File: src/rtl/mem_access_if.sv
// Data-memory request/acknowledge port between the mem_access stage (master) and memory (slave).
interface mem_access_if;
  logic        MEM_REQ;
  logic        MEM_WE;
  logic [31:0] MEM_ADDR;
  logic [3:0]  MEM_WSTRB;
  logic [31:0] MEM_WDATA;
  logic [31:0] MEM_RDATA;
  logic        MEM_ACK;

  modport master (
    output MEM_REQ, MEM_WE, MEM_ADDR, MEM_WSTRB, MEM_WDATA,
    input  MEM_RDATA, MEM_ACK
  );

  modport slave (
    input  MEM_REQ, MEM_WE, MEM_ADDR, MEM_WSTRB, MEM_WDATA,
    output MEM_RDATA, MEM_ACK
  );
endinterface

File: src/rtl/mem_access.sv
// RV32I memory-access stage: passes ALU bundles through in one cycle and runs
// LB/LH/LW/LBU/LHU/SB/SH/SW on a req/ack bus, holding upstream while busy.
module mem_access (
  input  logic        CLK,
  input  logic        RST,
  input  logic        STALL,
  input  logic [31:0] A_PC,
  input  logic [31:0] A_INST,
  input  logic        A_VALID,
  input  logic [4:0]  A_REG_D,
  input  logic [31:0] A_REG_D_V,
  input  logic [31:0] A_MEM_ADDR,
  input  logic [31:0] A_STORE_DATA,
  output logic [31:0] M_PC,
  output logic [31:0] M_INST,
  output logic        M_VALID,
  output logic [4:0]  M_REG_D,
  output logic [31:0] M_REG_D_V,
  output logic        M_MISALIGN,
  output logic        MEM_BUSY,
  mem_access_if.master mem
);

  localparam int unsigned XLEN = 32;
  localparam int unsigned RW   = 5;
  localparam logic [6:0] OPC_LOAD  = 7'b0000011;
  localparam logic [6:0] OPC_STORE = 7'b0100011;

  typedef enum logic [1:0] {S_IDLE, S_REQ, S_DONE} state_t;

  state_t r_state;
  state_t w_next;

  logic [XLEN-1:0] r_pc;
  logic [XLEN-1:0] r_inst;
  logic            r_valid;
  logic [RW-1:0]   r_reg_d;
  logic [XLEN-1:0] r_reg_d_v;
  logic [XLEN-1:0] r_addr;
  logic [XLEN-1:0] r_sdata;
  logic [XLEN-1:0] r_rdata;

  logic            w_cap;
  logic            w_a_go;
  logic            w_ld;
  logic            w_st;
  logic            w_mis;
  logic [2:0]      w_f3;
  logic [3:0]      w_wstrb;
  logic [XLEN-1:0] w_wdata;
  logic [7:0]      w_byte;
  logic [15:0]     w_half;
  logic [XLEN-1:0] w_load;

  function automatic logic f_is_ld(input logic [6:0] opc, input logic [2:0] f3);
    return (opc == OPC_LOAD) &&
           (f3 == 3'b000 || f3 == 3'b001 || f3 == 3'b010 || f3 == 3'b100 || f3 == 3'b101);
  endfunction

  function automatic logic f_is_st(input logic [6:0] opc, input logic [2:0] f3);
    return (opc == OPC_STORE) && (f3 == 3'b000 || f3 == 3'b001 || f3 == 3'b010);
  endfunction

  // Halfwords need addr[0]=0, words need addr[1:0]=0; bytes are always aligned.
  function automatic logic f_mis(input logic [2:0] f3, input logic [1:0] a);
    return ((f3[1:0] == 2'b01) && a[0]) || ((f3[1:0] == 2'b10) && (a != 2'b00));
  endfunction

  assign w_cap  = !STALL && (r_state != S_REQ);
  assign w_a_go = A_VALID &&
                  (f_is_ld(A_INST[6:0], A_INST[14:12]) || f_is_st(A_INST[6:0], A_INST[14:12])) &&
                  !f_mis(A_INST[14:12], A_MEM_ADDR[1:0]);

  assign w_f3  = r_inst[14:12];
  assign w_ld  = f_is_ld(r_inst[6:0], w_f3);
  assign w_st  = f_is_st(r_inst[6:0], w_f3);
  assign w_mis = (w_ld || w_st) && f_mis(w_f3, r_addr[1:0]);

  // Stage registers and read-data capture
  always_ff @(posedge CLK) begin
    if (RST) begin
      r_pc      <= '0;
      r_inst    <= '0;
      r_valid   <= 1'b0;
      r_reg_d   <= '0;
      r_reg_d_v <= '0;
      r_addr    <= '0;
      r_sdata   <= '0;
      r_rdata   <= '0;
    end else begin
      if (w_cap) begin
        r_pc      <= A_PC;
        r_inst    <= A_INST;
        r_valid   <= A_VALID;
        r_reg_d   <= A_REG_D;
        r_reg_d_v <= A_REG_D_V;
        r_addr    <= A_MEM_ADDR;
        r_sdata   <= A_STORE_DATA;
      end
      if ((r_state == S_REQ) && mem.MEM_ACK) begin
        r_rdata <= mem.MEM_RDATA;
      end
    end
  end

  always_ff @(posedge CLK) begin
    if (RST) r_state <= S_IDLE;
    else     r_state <= w_next;
  end

  // Store lane steering and load extraction
  always_comb begin
    w_wstrb = 4'b1111;
    w_wdata = r_sdata;
    case (w_f3[1:0])
      2'b00: begin
        w_wstrb = 4'b0001 << r_addr[1:0];
        w_wdata = {4{r_sdata[7:0]}};
      end
      2'b01: begin
        w_wstrb = 4'b0011 << r_addr[1:0];
        w_wdata = {2{r_sdata[15:0]}};
      end
      default: ;
    endcase

    w_byte = r_rdata[7:0];
    case (r_addr[1:0])
      2'd1:    w_byte = r_rdata[15:8];
      2'd2:    w_byte = r_rdata[23:16];
      2'd3:    w_byte = r_rdata[31:24];
      default: ;
    endcase
    w_half = r_addr[1] ? r_rdata[31:16] : r_rdata[15:0];

    w_load = r_rdata;
    case (w_f3)
      3'b000:  w_load = {{24{w_byte[7]}}, w_byte};
      3'b001:  w_load = {{16{w_half[15]}}, w_half};
      3'b100:  w_load = {24'h0, w_byte};
      3'b101:  w_load = {16'h0, w_half};
      default: ;
    endcase
  end

  always_comb begin
    w_next        = r_state;
    M_PC          = r_pc;
    M_INST        = r_inst;
    M_VALID       = 1'b0;
    M_REG_D       = '0;
    M_REG_D_V     = '0;
    M_MISALIGN    = 1'b0;
    MEM_BUSY      = 1'b0;
    mem.MEM_REQ   = 1'b0;
    mem.MEM_WE    = 1'b0;
    mem.MEM_ADDR  = '0;
    mem.MEM_WSTRB = '0;
    mem.MEM_WDATA = '0;

    case (r_state)
      S_IDLE: begin
        M_VALID = r_valid;
        if (w_mis) begin
          M_MISALIGN = r_valid;
        end else begin
          M_REG_D   = r_reg_d;
          M_REG_D_V = r_reg_d_v;
        end
        if (!STALL) w_next = w_a_go ? S_REQ : S_IDLE;
      end
      S_REQ: begin
        MEM_BUSY      = 1'b1;
        mem.MEM_REQ   = 1'b1;
        mem.MEM_WE    = w_st;
        mem.MEM_ADDR  = {r_addr[XLEN-1:2], 2'b00};
        mem.MEM_WSTRB = w_st ? w_wstrb : 4'b0000;
        mem.MEM_WDATA = w_wdata;
        if (mem.MEM_ACK) w_next = S_DONE;
      end
      S_DONE: begin
        M_VALID = 1'b1;
        if (w_ld) begin
          M_REG_D   = r_reg_d;
          M_REG_D_V = w_load;
        end
        if (!STALL) w_next = w_a_go ? S_REQ : S_IDLE;
      end
      default: w_next = S_IDLE;
    endcase
  end

endmodule

File: src/flat_wrapper.sv
// flat-port wrapper written by rule: the top's interface ports become plain ports
module mem_access_flat 
  (CLK, RST, STALL, A_PC, A_INST, A_VALID, A_REG_D, A_REG_D_V, A_MEM_ADDR, A_STORE_DATA, M_PC, M_INST, M_VALID, M_REG_D, M_REG_D_V, M_MISALIGN, MEM_BUSY, mem_MEM_REQ, mem_MEM_WE, mem_MEM_ADDR, mem_MEM_WSTRB, mem_MEM_WDATA, mem_MEM_RDATA, mem_MEM_ACK);
  mem_access_if mem_i ();
  input  logic CLK;
  input  logic RST;
  input  logic STALL;
  input  logic [31:0] A_PC;
  input  logic [31:0] A_INST;
  input  logic A_VALID;
  input  logic [4:0] A_REG_D;
  input  logic [31:0] A_REG_D_V;
  input  logic [31:0] A_MEM_ADDR;
  input  logic [31:0] A_STORE_DATA;
  output logic [31:0] M_PC;
  output logic [31:0] M_INST;
  output logic M_VALID;
  output logic [4:0] M_REG_D;
  output logic [31:0] M_REG_D_V;
  output logic M_MISALIGN;
  output logic MEM_BUSY;
  output wire logic [$bits(mem_i.MEM_REQ)-1:0] mem_MEM_REQ;
  output wire logic [$bits(mem_i.MEM_WE)-1:0] mem_MEM_WE;
  output wire logic [$bits(mem_i.MEM_ADDR)-1:0] mem_MEM_ADDR;
  output wire logic [$bits(mem_i.MEM_WSTRB)-1:0] mem_MEM_WSTRB;
  output wire logic [$bits(mem_i.MEM_WDATA)-1:0] mem_MEM_WDATA;
  input wire logic [$bits(mem_i.MEM_RDATA)-1:0] mem_MEM_RDATA;
  input wire logic [$bits(mem_i.MEM_ACK)-1:0] mem_MEM_ACK;
  assign mem_MEM_REQ = mem_i.MEM_REQ;
  assign mem_MEM_WE = mem_i.MEM_WE;
  assign mem_MEM_ADDR = mem_i.MEM_ADDR;
  assign mem_MEM_WSTRB = mem_i.MEM_WSTRB;
  assign mem_MEM_WDATA = mem_i.MEM_WDATA;
  assign mem_i.MEM_RDATA = mem_MEM_RDATA;
  assign mem_i.MEM_ACK = mem_MEM_ACK;
  mem_access u_core (.CLK(CLK), .RST(RST), .STALL(STALL), .A_PC(A_PC), .A_INST(A_INST), .A_VALID(A_VALID), .A_REG_D(A_REG_D), .A_REG_D_V(A_REG_D_V), .A_MEM_ADDR(A_MEM_ADDR), .A_STORE_DATA(A_STORE_DATA), .M_PC(M_PC), .M_INST(M_INST), .M_VALID(M_VALID), .M_REG_D(M_REG_D), .M_REG_D_V(M_REG_D_V), .M_MISALIGN(M_MISALIGN), .MEM_BUSY(MEM_BUSY), .mem(mem_i));
endmodule
File: config.mk
export PLATFORM = sky130hd
export DESIGN_NAME = mem_access_flat
export DESIGN_NICKNAME = d
export VERILOG_FILES = /design/src/rtl/mem_access_if.sv /design/src/rtl/mem_access.sv /design/src/flat_wrapper.sv
export SDC_FILE = /design/constraint.sdc
export NUM_CORES = 1
export LEC_CHECK = 0
export CAP_MARGIN = 15
export CORE_AREA = 8 8 160 162
export DETAILED_ROUTE_END_ITERATION = 6
export DIE_AREA = 0 0 168 170
export GPL_TIMING_DRIVEN = 0
export PLACE_DENSITY = 0.76
export SLEW_MARGIN = 20
export SYNTH_ARGS = -nofsm -noshare
export SYNTH_HDL_FRONTEND = slang
export SYNTH_SLANG_ARGS = --single-unit
File: constraint.sdc
create_clock -name CLK -period 2.38 [get_ports CLK]
set_clock_uncertainty 0.2 [all_clocks]
set_input_delay 0.357 -clock CLK [delete_from_list [all_inputs] [get_ports CLK]]
set_output_delay 0.357 -clock CLK [all_outputs]
set_load 0.005 [all_outputs]
==> impl_metrics.tcl, run 1 <==
set metrics [dict create \
    timing.final.max_slew_violations 0 \
    timing.slew.headroom 0.4734 \
    die_y_um 170 \
    antenna_left 0 \
    number_of_global_route_vias_before_repair 10170 \
    global_route.usage.met3 0.08225 \
    count_of_input_and_output_buffers 372 \
    clock_latency_ns 0.43 \
    floorplan.die.width_um 168 \
    yosys-top-cells-area "sky130_fd_sc_hd__dfxtp_1 47%, sky130_fd_sc_hd__nand2_1 18%, sky130_fd_sc_hd__a21oi_1 13%, sky130_fd_sc_hd__clkbuf_1 3.2%, sky130_fd_sc_hd__mux2i_1 2.9%" \
    drt_first_pass_iters 7 \
    timing.fmax_mhz 319.3 \
    pre_cts_ws_ns -1.287 \
    leakagePower_nw 5.894 \
    postSynth.asyncResetShare 0 \
    routed_wire_length_per_instance_um 20.75 \
    grt_use_met2 0.4689 \
    synth_top_area_share 0.4651 \
    layout.cells.non_filler 1932 \
    leading_cell_type_by_number_of_instances_after_synthesis "sky130_fd_sc_hd__nand2_1" \
    die-area_um2 28560 \
    fin_ws_ns -0.7519 \
    leading_register_cell_type_out_of_synthesis "sky130_fd_sc_hd__dfxtp_1" \
    cts_sinks 200 \
    wirelength_um 40080 \
    setup_viol 47 \
    run_status "complete, but fails checks" \
    period_share 1.316 \
    cp_slowest_cell "sky130_fd_sc_hd__mux2_2" \
    clock_tree.buffer_depth 2 \
    numPlacedInstances 1825 \
    startpoint_type "flop" \
    num_io_pins 376 \
    antenna_found_initial 1 \
    critical_path.endpoint_type "output pin" \
    syn_to_final_growth_pct 71.66 \
    quantity_of_hold_fixing_buffers_added_after_cts 0 \
    synth-seq-area-share 0.4651 \
    detail_route.drc_violations 1 \
    synth_commonest_cells "413 x sky130_fd_sc_hd__nand2_1, 224 x sky130_fd_sc_hd__a21oi_1, 200 x sky130_fd_sc_hd__dfxtp_1" \
    synth_largest_area_cell "sky130_fd_sc_hd__dfxtp_1" \
    netlist-cell-type-count 43 \
    rsz0062_at_grt "yes" \
    failing_checks "design-rule violations, negative setup slack" \
    placement_rows 56 \
    yosys_warnings 0 \
    design.core.area_um2 23050 \
    number_of_hold_slack_violations_in_the_final_timing_report 0 \
    dpl.hpwl_um 28720 \
    clk_transition_reported_paths_ns 0.08 \
    cap_violations 0 \
    routed_via_density 5.285 \
    synth-edff-count 0 \
    global_route.usage.total 0.2660 \
    cts-buffers-inserted 17 \
    cp_data_required_time_ns 1.82 \
    route.vias.total 10210 \
    max-vdd-ir-drop_mv 0.5198 \
    start_util 0.3734 \
    max_slew.worst_pin.slew_ns 0.7899 \
    timing_worst_setup_path_type "flop to output pin" \
    timing.hold.worst.class "flop to flop" \
    grt_pass1_wl_um 58900 \
    globalRoute.busiestLayer "met2" \
    synth_area_um2 8608 \
    synthesis.area_per_instance_um2 7.408 \
    tritoncts "done" \
    post-route-min-period_ns 3.132 \
    cp_common_cell "sky130_fd_sc_hd__buf_4" \
    synth_cells 1162 \
    nNetsFinal 1829 \
    grt_start_max_net_pins 20 \
    gr-usage-met1 0.2949 \
    postSynthRegisterBits 200 \
    p_per_area_nw_per_um2 525.7 \
    grt_overflow 0 \
    cp_slowest_stage_delay_ns 0.42 \
    cp.arrival_ns 2.57 \
    critPathMaxFanout 10 \
    final_replace_weighted_congestion 0.9061 \
    post_route_cells_drive_above_1_share 0.1915 \
    cts.htree.levels 4 \
    worst_path_cell_trace "buf_4 > mux2_2 > a311oi_4 > buf_4 > buf_4 > a2111oi_4 > a221o_1 > buf_2" \
    clk_root_buffer_cell "sky130_fd_sc_hd__clkbuf_16" \
    dr.first_iter.drc_count 847 \
]
-- routing by layer --
layer | vias to the layer above | wire [µm]
met5 | - | 0
met4 | 0 | 1724
met3 | 115 | 3784
met2 | 564 | 19690
met1 | 4747 | 14880
li1 | 4785 | -
-- flip-flops by register name, summed over array words and instances (netlist names) --
register / cells
u_core.r_reg_d_v: 32
u_core.r_sdata: 32
u_core.r_reg_d: 5
u_core.r_state: 2
u_core.r_valid: 1
u_core.M_INST: 32
u_core.r_rdata: 32
u_core.r_addr: 32
u_core.M_PC: 32
-- per-stage QoR --
| step | area (µm²) | total power, mW | utilization | setup TNS, ns | hold slack (ns) |
|---|---|---|---|---|---|
| after floorplan | 8612 | 4.080 | - | 0 | 0.2317 |
| after global placement | 12700 | 4.785 | 0.5509 | -110.04 | 0.2383 |
| after detailed placement | 12700 | 4.802 | 0.5509 | -113.46 | 0.2426 |
| after CTS | 14490 | 7.739 | 0.6286 | -26.37 | 0.2419 |
| after global routing | 14770 | 8.076 | 0.6409 | -32.02 | 0.2597 |
| final | 14780 | 7.768 | 0.6410 | -25.24 | 0.2515 |
-- worst max-delay path, delay by kind of cell, from the launching register on --
kind	cells	cell delay, ns
flops	1	0.35
buf+inv	4	0.78
mux	1	0.42
compound gates	3	0.58
-- kinds of logic after synthesis --
kind of cell / synth area share
buffers and inverters: 0.05029
other: 0.0004356
and+or+nand+nor: 0.2494
AOI/OAI and AO/OA: 0.2031
DFF: 0.4651
muxes: 0.03169
-- where the power goes --
| group | switching, mW | internal, mW | total, mW |
|---|---|---|---|
| combinational | 0.574 | 0.714 | 1.29 |
| clock | 1.47 | 1.40 | 2.86 |
| sequential | 0.117 | 3.50 | 3.62 |
| total | 2.16 | 5.61 | 7.77 |
-- layout make-up --
cell class	count	area, µm²
clock buffers	18	429.2
well taps	290	362.8
inverters	6	30.03
repair buffers	454	4269
fillers	1940	8275
multi-input cells	859	4905
diodes	2	5.005
flip-flops and latches	200	4030
plain buffers	89	610.6
clock inverters	14	135.1
-- timing repair --
item / in CTS / in global routing
cloned: 3 / 0
pin swaps: 45 / 29
buffers inserted: 65 / 20
resized for setup: 518 / 89
setup endpoints to repair: 277 / 114
-- final timing paths --
path                                        start                 end  slack, ns  cells past startpoint
worst max-delay path             u_core.r_addr[1]       M_REG_D_V[13]      -0.75                      8
worst min-delay path            u_core.r_addr[27]   u_core.r_addr[27]       0.25                      2
worst max register to register  u_core.r_state[1]  u_core.r_sdata[27]       0.12                      8
worst min register to register  u_core.r_addr[27]   u_core.r_addr[27]       0.25                      2
-- placed cells by master (no fill, tap or decap), types with 6 or more instances in the layout --
master and count:
sky130_fd_sc_hd__o2bb2ai_4 19, sky130_fd_sc_hd__dfxtp_4 6, sky130_fd_sc_hd__nor2_1 53, sky130_fd_sc_hd__mux2i_1 23
sky130_fd_sc_hd__o21ai_1 7, sky130_fd_sc_hd__buf_4 42, sky130_fd_sc_hd__o21ai_0 8, sky130_fd_sc_hd__dlygate4sd2_1 33
sky130_fd_sc_hd__buf_6 39, sky130_fd_sc_hd__dfxtp_1 191, sky130_fd_sc_hd__a21oi_1 210, sky130_fd_sc_hd__and2_1 39
sky130_fd_sc_hd__clkbuf_2 17, sky130_fd_sc_hd__a2111oi_4 6, sky130_fd_sc_hd__clkdlybuf4s50_1 265, sky130_fd_sc_hd__buf_2 71
sky130_fd_sc_hd__buf_12 10, sky130_fd_sc_hd__clkbuf_16 24, sky130_fd_sc_hd__a21oi_2 12, sky130_fd_sc_hd__a221o_1 7
sky130_fd_sc_hd__nand2_1 408, sky130_fd_sc_hd__clkbuf_1 45, sky130_fd_sc_hd__inv_6 7, sky130_fd_sc_hd__o21a_1 7
Power figures use the tool's default switching activity.
==> inputs of run 2 (changes only) <==
--- a/config.mk
+++ b/config.mk
@@ -6,11 +6,13 @@
 export NUM_CORES = 1
 export LEC_CHECK = 0
 export CAP_MARGIN = 15
-export CORE_AREA = 8 8 160 162
+export CELL_PAD_IN_SITES_DETAIL_PLACEMENT = 0
+export CELL_PAD_IN_SITES_GLOBAL_PLACEMENT = 1
+export CORE_AREA = 2 2 185 187
 export DETAILED_ROUTE_END_ITERATION = 6
-export DIE_AREA = 0 0 168 170
+export DIE_AREA = 0 0 187 189
 export GPL_TIMING_DRIVEN = 0
-export PLACE_DENSITY = 0.76
+export PLACE_DENSITY_LB_ADDON = 0.1
 export SLEW_MARGIN = 20
 export SYNTH_ARGS = -nofsm -noshare
 export SYNTH_HDL_FRONTEND = slang
==> run 2 against run 1 <==
  * Largest power group unchanged
  * Core utilization shrank 19 points
  * First-iteration DRC count shrank 44%
  * Clock power grew 7.3%
  * Critical path type unchanged
  * The run ends with negative setup slack left
  * Sequential power is essentially flat
==> impl_metrics.tcl, run 2 (same netlist as run 1, synthesis figures left out) <==
set metrics [dict create \
    floorplan.die.width_um 187 \
    period_share 1.293 \
    placed_cell_area_um2 12900 \
    die_y_um 189 \
    hold_path_startpoint "A_INST[11]" \
    postLayoutCoreUtil 0.4493 \
    final_replace_weighted_congestion 0.8586 \
    number_of_hold_slack_violations_in_the_final_timing_report 0 \
    antenna_found_initial 4 \
    clock_latency_ns 0.45 \
    die-area_um2 35340 \
    layout_common_cells "412 x sky130_fd_sc_hd__nand2_1, 265 x sky130_fd_sc_hd__clkdlybuf4s50_1, 214 x sky130_fd_sc_hd__a21oi_1" \
    p_per_area_nw_per_um2 530.8 \
    crit-reg2reg-launch "u_core.r_state[1]" \
    layout.filler_cells 3380 \
    max-vdd-ir-drop_mv 0.4387 \
    cts_sinks 200 \
    max_slew.worst_pin.slew_ns 0.8034 \
    route.vias.total 9592 \
    rsz0062_at_grt "yes" \
    final_design_area_no_fill_um2 14950 \
    min_delay_path_depth 3 \
    grt_pass1_wl_um 59150 \
    critPathMaxFanout 10 \
    number_of_global_route_vias_before_repair 9615 \
    routed_wire_length_per_instance_um 19.06 \
    antenna_left 0 \
    cts-buffers-inserted 17 \
    ff2ff_setup_slack_ns 0.13 \
    drt_first_pass_iters 5 \
    startpoint_type "flop" \
    cp_data_required_time_ns 1.82 \
    r2r_worst_path_depth 10 \
    timing.hold.ws_ns 0.2451 \
    count_of_input_and_output_buffers 372 \
    routed_via_density 4.609 \
    clk_root_buffer_cell "sky130_fd_sc_hd__clkbuf_16" \
    post_route_cells_drive_above_1_share 0.2166 \
    sequential_cell_area_um2 4023 \
    start_util 0.2587 \
    cts.htree.levels 4 \
    dpl.hpwl_um 29370 \
    nNetsFinal 1819 \
    timing.hold.worst.class "input pin to flop" \
    critical_path.endpoint_type "output pin" \
    cp.arrival_ns 2.52 \
    layout_commonest_cell "sky130_fd_sc_hd__nand2_1" \
    timing_worst_setup_path_type "flop to output pin" \
    syn_to_final_growth_pct 73.72 \
    timing.fmax_mhz 324.8 \
    cap_violations 0 \
    timing.slew.headroom 0.4644 \
    fin_ws_ns -0.6985 \
    clk_transition_reported_paths_ns 0.08 \
    grt_overflow 0 \
    leakagePower_nw 5.796 \
    finalSetupTns_ns -23.67 \
    run_status "complete, but fails checks" \
    tritoncts "done" \
    min_delay_worst_endpoint "u_core.M_INST[11]" \
    wirelength_um 39660 \
    grt_start_max_net_pins 17 \
    multi_input_comb_area_um2 4941 \
    detail_route.drc_violations 0 \
    failing_checks "negative setup slack" \
    pre_cts_ws_ns -1.473 \
    design.core.area_um2 33280 \
    quantity_of_hold_fixing_buffers_added_after_cts 0 \
    placement_rows 67 \
    global_route.usage.total 0.2217 \
    setup_viol 54 \
    num_io_pins 376 \
    post-route-min-period_ns 3.079 \
    dr.first_iter.drc_count 474 \
    reg2reg_to "u_core.r_rdata[7]" \
    timing.final.max_slew_violations 0 \
    clock_tree.buffer_depth 2 \
]
run 2: cell count changes in the layout (fill, tap and decap cells not counted), sizes merged:
cell	change
dlygate4sd2	-33
buf	+19
inv	-10
clkinvlp	+7
clkbuf	+6
bufinv	+3
clkinv	-3
clkdlybuf4s15	+1
diode	+1
run 2: routing by layer:
metal,vias to the layer above,share of wire,global-route usage
li1,4753,-,-
met3,44,0.070,0.07155
met2,291,0.49,0.3818
met1,4502,0.42,0.2622
met4,2,0.023,0.06868
met5,-,0.00028,0
run 2: cell type report:
class | count | area share
diodes | 3 | 0.0005020
plain buffers | 87 | 0.03807
clock buffers | 21 | 0.03012
clock inverters | 11 | 0.009957
inverters | 6 | 0.001757
multi-input cells | 859 | 0.3304
flip-flops and latches | 200 | 0.2690
well taps | 448 | 0.03748
repair buffers | 446 | 0.2827
run 2: what timing repair did:
| action | CTS | global route |
|---|---|---|
| pin swaps | 52 | 26 |
| buffers inserted | 59 | 17 |
| resized for setup | 638 | 99 |
| setup endpoints to repair | 277 | 235 |
| cloned | 5 | 1 |
run 2: power breakdown:
| part | leakage [nW] | internal, mW | switching [mW] |
|---|---|---|---|
| registers | 1.65 | 3.50 | 0.119 |
| logic | 3.88 | 0.697 | 0.553 |
| clock network | 0.272 | 1.68 | 1.39 |
run 2: worst max-delay path: stages (launching register included):
cell	delay, ns
sky130_fd_sc_hd__dfxtp_1	0.36
sky130_fd_sc_hd__buf_4	0.23
sky130_fd_sc_hd__mux2_2	0.41
sky130_fd_sc_hd__a311oi_4	0.22
sky130_fd_sc_hd__buf_6	0.19
sky130_fd_sc_hd__buf_4	0.16
sky130_fd_sc_hd__a2111oi_4	0.05
sky130_fd_sc_hd__a221o_1	0.31
sky130_fd_sc_hd__buf_2	0.14
run 2: how the worst max path moves through the flow:
stage	slack [ns]	end	from
global placement	-1.50	M_REG_D_V[7]	u_core.M_INST[12]
detailed placement	-1.47	M_REG_D_V[7]	u_core.M_INST[12]
floorplan	0.01	M_REG_D_V[12]	u_core.M_INST[2]
finish	-0.70	M_REG_D_V[12]	u_core.r_addr[1]
CTS	-0.67	M_REG_D_V[12]	u_core.M_INST[4]
global route	-0.87	M_REG_D_V[12]	u_core.M_INST[4]
run 2: stage by stage:
stage / instances / total power, mW
after floorplan: 1163 / 4.080
after global placement: 1983 / 4.819
after detailed placement: 1983 / 4.822
after CTS: 2076 / 7.988
after global routing: 2079 / 8.275
final: 2081 / 7.938
